===== config.mk =====
export PLATFORM = sky130hd
export DESIGN_NAME = fetch_sequencer
export DESIGN_NICKNAME = d
export VERILOG_FILES = /design/src/rtl/fetch_sequencer.sv
export SDC_FILE = /design/constraint.sdc
export NUM_CORES = 1
export LEC_CHECK = 0
export ABC_AREA = 0
export BUFFER_PORTS_ARGS = -buffer_cell sky130_fd_sc_hd__buf_2
export CELL_PAD_IN_SITES_DETAIL_PLACEMENT = 0
export CELL_PAD_IN_SITES_GLOBAL_PLACEMENT = 2
export CORE_AREA = 5 5 72 90
export CTS_CLUSTER_SIZE = 14
export DETAILED_ROUTE_END_ITERATION = 7
export DIE_AREA = 0 0 77 95
export HOLD_SLACK_MARGIN = 0.12
export PLACE_DENSITY = 0.87
export SYNTH_ARGS = -nofsm -noshare
export SYNTH_HDL_FRONTEND = slang
export SYNTH_SLANG_ARGS = --single-unit
export TNS_END_PERCENT = 30

===== constraint.sdc =====
create_clock -name clk -period 3 [get_ports clk]
set_input_delay 0.15 -clock clk [delete_from_list [all_inputs] [get_ports clk]]
set_output_delay 0.15 -clock clk [all_outputs]
set_load 0.1 [all_outputs]

===== src/rtl/fetch_sequencer.sv =====
// rtl/fetch_sequencer.sv - fetch/decode sequencer with SC timing; optional INTERRUPT_EN adds interrupt cycle
module fetch_sequencer #(
    parameter int DATA_W = 16,
    parameter int ADDR_W = 12,
    parameter int SC_W   = 4,
    parameter int T_W    = 2 ** SC_W
) (
    input  logic              clk,
    input  logic              rst_n,
    input  logic              run,
    output logic              mem_req,
    input  logic              mem_ack,
    input  logic [DATA_W-1:0] mem_rdata,
    output logic              ar_ld_pc,
    output logic              pc_inr,
    output logic [DATA_W-1:0] ir,
    output logic [2:0]        opcode,
    output logic              ind_bit,
    output logic [ADDR_W-1:0] addr,
    output logic [T_W-1:0]    t,
    input  logic              sc_clr,
    input  logic              hlt,
`ifdef INTERRUPT_EN
    input  logic              ien,
    input  logic              irq,
    output logic              int_cycle,
`endif
    output logic              sc_ovf
);

    localparam logic [2:0] IDLE = 3'd0;
    localparam logic [2:0] F0   = 3'd1;
    localparam logic [2:0] F1   = 3'd2;
    localparam logic [2:0] DEC  = 3'd3;
    localparam logic [2:0] EXEC = 3'd4;
    localparam logic [2:0] HALT = 3'd5;
`ifdef INTERRUPT_EN
    localparam logic [2:0] INTR = 3'd6;
`endif

    localparam logic [SC_W-1:0] SC_MAX = {SC_W{1'b1}};

    logic [2:0]      state, state_nxt;
    logic [SC_W-1:0] sc, sc_nxt;
    logic            run_q;
    logic            ar_nxt, req_nxt, inr_nxt, ovf_nxt, ir_ld;
`ifdef INTERRUPT_EN
    logic            int_nxt;
`endif

    // Timing and IR fields are pure decodes of registered state.
    assign t       = (state == IDLE || state == HALT) ? '0 : (T_W'(1) << sc);
    assign opcode  = ir[DATA_W-2 -: 3];
    assign ind_bit = ir[DATA_W-1];
    assign addr    = ir[ADDR_W-1:0];

    // Next-state, sequence counter and next values of the registered strobes.
    always_comb begin
        state_nxt = state;
        sc_nxt    = sc;
        ar_nxt    = 1'b0;
        req_nxt   = mem_req;
        inr_nxt   = 1'b0;
        ovf_nxt   = sc_ovf;
        ir_ld     = 1'b0;
`ifdef INTERRUPT_EN
        int_nxt   = 1'b0;
`endif
        case (state)
            IDLE: begin
                if (run) begin
                    state_nxt = F0;
                    sc_nxt    = '0;
                    ar_nxt    = 1'b1;
                end
            end
            F0: begin
                state_nxt = F1;
                sc_nxt    = SC_W'(1);
                req_nxt   = 1'b1;
            end
            F1: begin
                // SC stalls at T1 until memory answers.
                if (mem_ack) begin
                    ir_ld     = 1'b1;
                    inr_nxt   = 1'b1;
                    req_nxt   = 1'b0;
                    state_nxt = DEC;
                    sc_nxt    = SC_W'(2);
                end
            end
            DEC: begin
                state_nxt = EXEC;
                sc_nxt    = SC_W'(3);
            end
            EXEC: begin
                if (hlt) begin
                    state_nxt = HALT;
                    sc_nxt    = '0;
                end else if (sc_clr) begin
                    sc_nxt = '0;
                    if (run) begin
`ifdef INTERRUPT_EN
                        if (ien && irq) begin
                            state_nxt = INTR;
                            int_nxt   = 1'b1;
                        end else begin
                            state_nxt = F0;
                            ar_nxt    = 1'b1;
                        end
`else
                        state_nxt = F0;
                        ar_nxt    = 1'b1;
`endif
                    end else begin
                        state_nxt = IDLE;
                    end
                end else if (sc == SC_MAX) begin
                    // Saturate rather than wrap so T15 stays visible.
                    ovf_nxt = 1'b1;
                end else begin
                    sc_nxt = sc + 1'b1;
                end
            end
            HALT: begin
                // Only a fresh run request restarts the machine.
                if (run && !run_q) begin
                    state_nxt = F0;
                    sc_nxt    = '0;
                    ar_nxt    = 1'b1;
                end
            end
`ifdef INTERRUPT_EN
            INTR: begin
                // RT0..RT2, then resume with a normal fetch.
                if (sc == SC_W'(2)) begin
                    state_nxt = F0;
                    sc_nxt    = '0;
                    ar_nxt    = 1'b1;
                end else begin
                    sc_nxt  = sc + 1'b1;
                    int_nxt = 1'b1;
                end
            end
`endif
            default: begin
                state_nxt = IDLE;
                sc_nxt    = '0;
                req_nxt   = 1'b0;
            end
        endcase
    end

    // Control state, counter and registered strobes.
    always_ff @(posedge clk or negedge rst_n) begin
        if (!rst_n) begin
            state     <= IDLE;
            sc        <= '0;
            run_q     <= 1'b0;
            ar_ld_pc  <= 1'b0;
            mem_req   <= 1'b0;
            pc_inr    <= 1'b0;
            sc_ovf    <= 1'b0;
`ifdef INTERRUPT_EN
            int_cycle <= 1'b0;
`endif
        end else begin
            state     <= state_nxt;
            sc        <= sc_nxt;
            run_q     <= run;
            ar_ld_pc  <= ar_nxt;
            mem_req   <= req_nxt;
            pc_inr    <= inr_nxt;
            sc_ovf    <= ovf_nxt;
`ifdef INTERRUPT_EN
            int_cycle <= int_nxt;
`endif
        end
    end

    // Instruction register loads only on an ack accepted in F1.
    always_ff @(posedge clk or negedge rst_n) begin
        if (!rst_n) begin
            ir <= '0;
        end else if (ir_ld) begin
            ir <= mem_rdata;
        end
    end

endmodule


=== After elaboration in Yosys (flattened, before gate mapping) ===
Index checks and enable logic that the tools add are counted.

* Flip-flop bits (word level): 28
* Input bits: 22
* Output and inout bits: 52
* Word-level logic and storage cells: 57

* Add/subtract/negate cells: 1
* Eq/ne operators: 11
* Shifts and indexed selects: 1
* Muxes and demuxes: 24
* Bitwise operators: 3
* Reduce and logical (&&, ||, !) cells: 9

{| class="wikitable"
|+ Operator list
! cell !! number
|-
| 4-bit two-way mux || 6
|-
| 4-bit case mux with 6 select lines || 1
|-
| 3-bit case mux with 6 select lines || 1
|-
| 16-bit two-way mux || 1
|-
| 1-bit by 4-bit left shift with 16-bit output, first input constant || 1
|-
| 3-bit two-way mux || 5
|-
| 4-bit AND reduction || 3
|-
| 1-bit two-way mux || 8
|-
| 3-bit by 2-bit equality test with 1-bit output, second input constant || 2
|-
| 3-bit equality test, second input constant || 2
|-
| 1-bit case mux with 3 select lines || 2
|-
| 4-bit by 1-bit adder with 4-bit output, second input constant || 1
|-
| 4-bit equality test, second input constant || 1
|-
| 2-bit != test, second input constant || 2
|-
| 4-bit != test, second input constant || 1
|-
| 4-bit OR reduction || 1
|-
| 3-bit by 1-bit equality test with 1-bit output, second input constant || 1
|-
| 3-bit logical NOT || 1
|-
| 3-bit != test, second input constant || 1
|-
| 1-bit NOT || 3
|-
| 2-bit by 1-bit != test with 1-bit output, second input constant || 1
|-
| 2-bit AND reduction || 1
|-
| 1-bit logical AND || 1
|-
| 1-bit logical NOT || 1
|-
| 1-bit logical OR || 1
|}

=== Depth between registers and ports, before layout ===
* Word-level depth: 5
* Gate-level depth with buffers: 5
* Gate-level depth less buffers: 5

=== Worst setup path after synthesis ===
No wires, ideal clock.

* Path type: reg-to-output
* Start point: reg state[2]
* End point: out t[10]
* Arrival: 1734 ps
* Data required time: 2850 ps
* Slack: 1116 ps
* Cell stages (with the launch flop): 6
* Path buffers: 1
* Path through: dfrtp_1 buf_2 or2_2 a21oi_1 nor2b_1 and3_1

* Longest elaborated chain between the ends: 3
* Elaborated cells on any way between the ends: 4
* Classes of those cells: eq/ne: 1; mux: 1; reduce/logical: 2

{| class="wikitable"
|+ Ends and longest elaborated chain
! item !! RTL line !! RTL
|-
| start: declaration || 43 || <nowiki>logic [2:0] state, state_nxt;</nowiki>
|-
| start signal: assignment || 168 || <nowiki>state <= state_nxt;</nowiki>
|-
| 3-bit equality test or 3-bit logical NOT (tied branches) || 52 || <nowiki>assign t = (state == IDLE || state == HALT) ? '0 : (T_W'(1) << sc);</nowiki>
|-
| 1-bit logical OR * || 52 ||
|-
| 16-bit two-way mux * || 52 ||
|-
| end: declaration || 20 || <nowiki>output logic [T_W-1:0] t,</nowiki>
|}

Mark *: on every way between the ends. The rest lies on a longest branch, timed or not.

=== Worst setup path after layout ===
* Start point: reg state[0]
* End point: out t[8]

The elaborated chain is that of the path after synthesis.

==> impl_metrics.py <==
metrics = {
    "outcome": {
        "status": "finished clean",
    },
    "global_route": {
        "first_global_vias": 1293,
        "antenna_found_initial": 0,
        "grt_usage": 0.101,
        "grt_max_degree": 29,
        "grt-ovfl-total": 0,
        "grt_pass1_wl_mm": 6.16,
    },
    "routing": {
        "drtIter0Drc": 18,
        "finalWirelength_mm": 3.62,
        "vias": 1269,
        "wl_per_cell_um": 12.9,
        "drt-pass1-iter-count": 4,
        "via_per_inst": 4.53,
        "drc_errors": 0,
        "drt.antenna.violating_nets": 0,
    },
    "floorplanning": {
        "boundaryPins": 74,
        "fp.dieW_um": 77,
        "core_sq_um": 5620,
        "std_cell_rows": 31,
        "dieArea_sq_um": 7320,
        "die_y_um": 95,
        "start_util": 0.275,
    },
    "critical_path": {
        "cp.arrival_ns": 2.17,
        "critPathKind": "reg2out",
        "crit_chain": "or2_2 > a21oi_1 > nor2b_1 > and3_1 > buf_2",
        "required_ns": 2.85,
        "endpoint_kind": "output port",
        "worstPathMaxFanout": 15,
        "worst_path_largest_cell_delay_ns": 0.64,
        "worst_setup_path_start_kind": "register",
        "cpMaxStageDelayCell": "dfrtp_1",
    },
    "cells_and_area": {
        "fin_area_sq_um": 2080,
        "final_core_utilization": 0.370,
        "multi_input_area_sq_um": 664,
        "drive_gt1_frac": 0.416,
        "num_antenna_cells": 0,
        "seqCellArea_sq_um": 701,
        "nets": 243,
        "fill_cells": 566,
        "area_growth_pct": 34.8,
    },
    "synthesis": {
        "ys_seq_area_frac": 0.454,
        "synth-seq-cells": 28,
        "synthFlopType": "dfrtp_1",
        "syn_area_sq_um": 1540,
        "ys_async_sr_fraction": 1.00,
        "synthCells": 138,
        "syn_avg_cell_area_sq_um": 11.2,
        "syn_nets": 166,
        "yosysUniqueCellTypes": 36,
        "synth_edf_count": 0,
        "yosysWarnings": 0,
    },
    "clock_tree": {
        "cts_htree_levels": 1,
        "cts_buffer_depth": 2,
        "cts.sinks": 28,
        "insertion_delay_ns": 0.27,
        "clockRootBuffer": "clkbuf_8",
        "cts-buffers-inserted": 3,
        "path_clk_slew_ns": 0.09,
        "cts_tree": "yes",
        "ctsResizeCount": 0,
    },
    "sta": {
        "timing.final.crit_share": 0.774,
        "hold_viol": 0,
        "setup_viol": 0,
        "slew_headroom": 0.575,
        "skew_ns": 0.00276,
        "rsz0062_at_grt": "no",
        "tightest_slew_ns": 0.638,
        "min_period_ns": 2.32,
        "tns_ns": 0,
        "slew_violations": 0,
        "max_freq_ghz": 0.431,
    },
    "placement": {
        "place.gp.congestion": 0.726,
        "dp_hpwl_mm": 2.66,
        "placed_area_sq_um": 1850,
        "portBuffers": 73,
    },
    "flow_run": {
        "cap_violations": 0,
    },
    "min_path": {
        "min_path_type": "in2reg",
    },
}
-- cells by family (layout without fill, tap and decap cells) --
kind of cell,count (synthesis),after routing,share of synthesized area
AO/OA/AOI/OAI,20,20,0.0875
buffers and inverters,27,103,0.116
AND/OR/NAND/NOR,39,39,0.165
adder cells (fa/ha/maj),6,6,0.0486
flip-flops,28,28,0.454
XOR/XNOR,1,1,0.00567
multiplexers,17,17,0.123
-- flip-flops by register name, summed over array words and instances, names as in the netlist --
| register | cells |
|---|---|
| ar_ld_pc | 1 |
| ir | 16 |
| mem_req | 1 |
| pc_inr | 1 |
| run_q | 1 |
| sc | 4 |
| sc_ovf | 1 |
| state | 3 |
-- final cells by class --
type                       count  area share
multi-input combinational     83       0.319
inverter                       7      0.0126
clock buffer                   4      0.0264
tap                           66      0.0397
timing repair buffer          92       0.266
sequential                    28       0.337
-- layout by cell type, fill, tap and decap left out, types with 3 or more instances in the layout --
master,n
nand2b_1,3
and2_1,4
dfrtp_1,28
o21ai_0,5
buf_2,73
nor2_1,5
ha_1,6
and3_1,15
dlygate4sd3_1,18
inv_1,7
mux2_1,9
mux2_2,7
clkbuf_8,4
o22ai_1,3
-- timing repair --
| action | CTS | global route |
|---|---|---|
| hold buffers | 18 | 0 |
| buffers inserted | 0 | 0 |
| hold endpoints to repair | 45 | 0 |
-- path summary, 6_finish.rpt --
check	start	end	slack [ns]	cells past startpoint
max in group asynchronous	rst_n	sc_ovf	2.15	2
setup reg to reg	state[1]	sc[1]	1.26	4
setup / recovery	state[0]	t[8]	0.68	5
min in group asynchronous	rst_n	ir[3]	0.44	2
hold reg to reg	sc_ovf	sc_ovf	0.47	1
hold / removal	hlt	state[0]	0.21	3
-- critical path: cells and delay by family (launching register included) --
family | cells | cell delay [ns]
and+or+nand+nor | 3 | 0.75
DFF | 1 | 0.64
buffers and inverters | 1 | 0.42
AOI/OAI and AO/OA | 1 | 0.09
-- metal layers --
layer,up-vias,track usage,share of wire
li1,625,-,-
met5,-,0,0
met4,0,0.0387,0.0069
met1,602,0.124,0.41
met2,40,0.174,0.52
met3,2,0.0239,0.064
-- metrics by stage --
step	cells	setup slack, ns	hold slack [ns]
detailed placement	258	0.963	0.214
finish	280	0.679	0.215
CTS	280	0.647	0.199
floorplan	138	1.12	-0.146
global route	280	0.435	0.227
global placement	258	0.975	0.211
-- synth_stat cells, drive strengths merged (2+ instances only) --
cell type	instances	area [sq um]
ha	6	75.1
a32oi	2	17.5
o22ai	3	18.8
mux2	16	180
a21oi	2	10.0
nor2	5	18.8
nand2b	4	32.5
and2	5	33.8
dfrtp	28	701
o21ai	5	25.0
a22o	2	17.5
inv	7	26.3
nand2	2	7.51
buf	20	153
and3	15	93.8
Power is not shown: default switching activity piles up to over one toggle a cycle in this logic, so the estimate is an artifact.
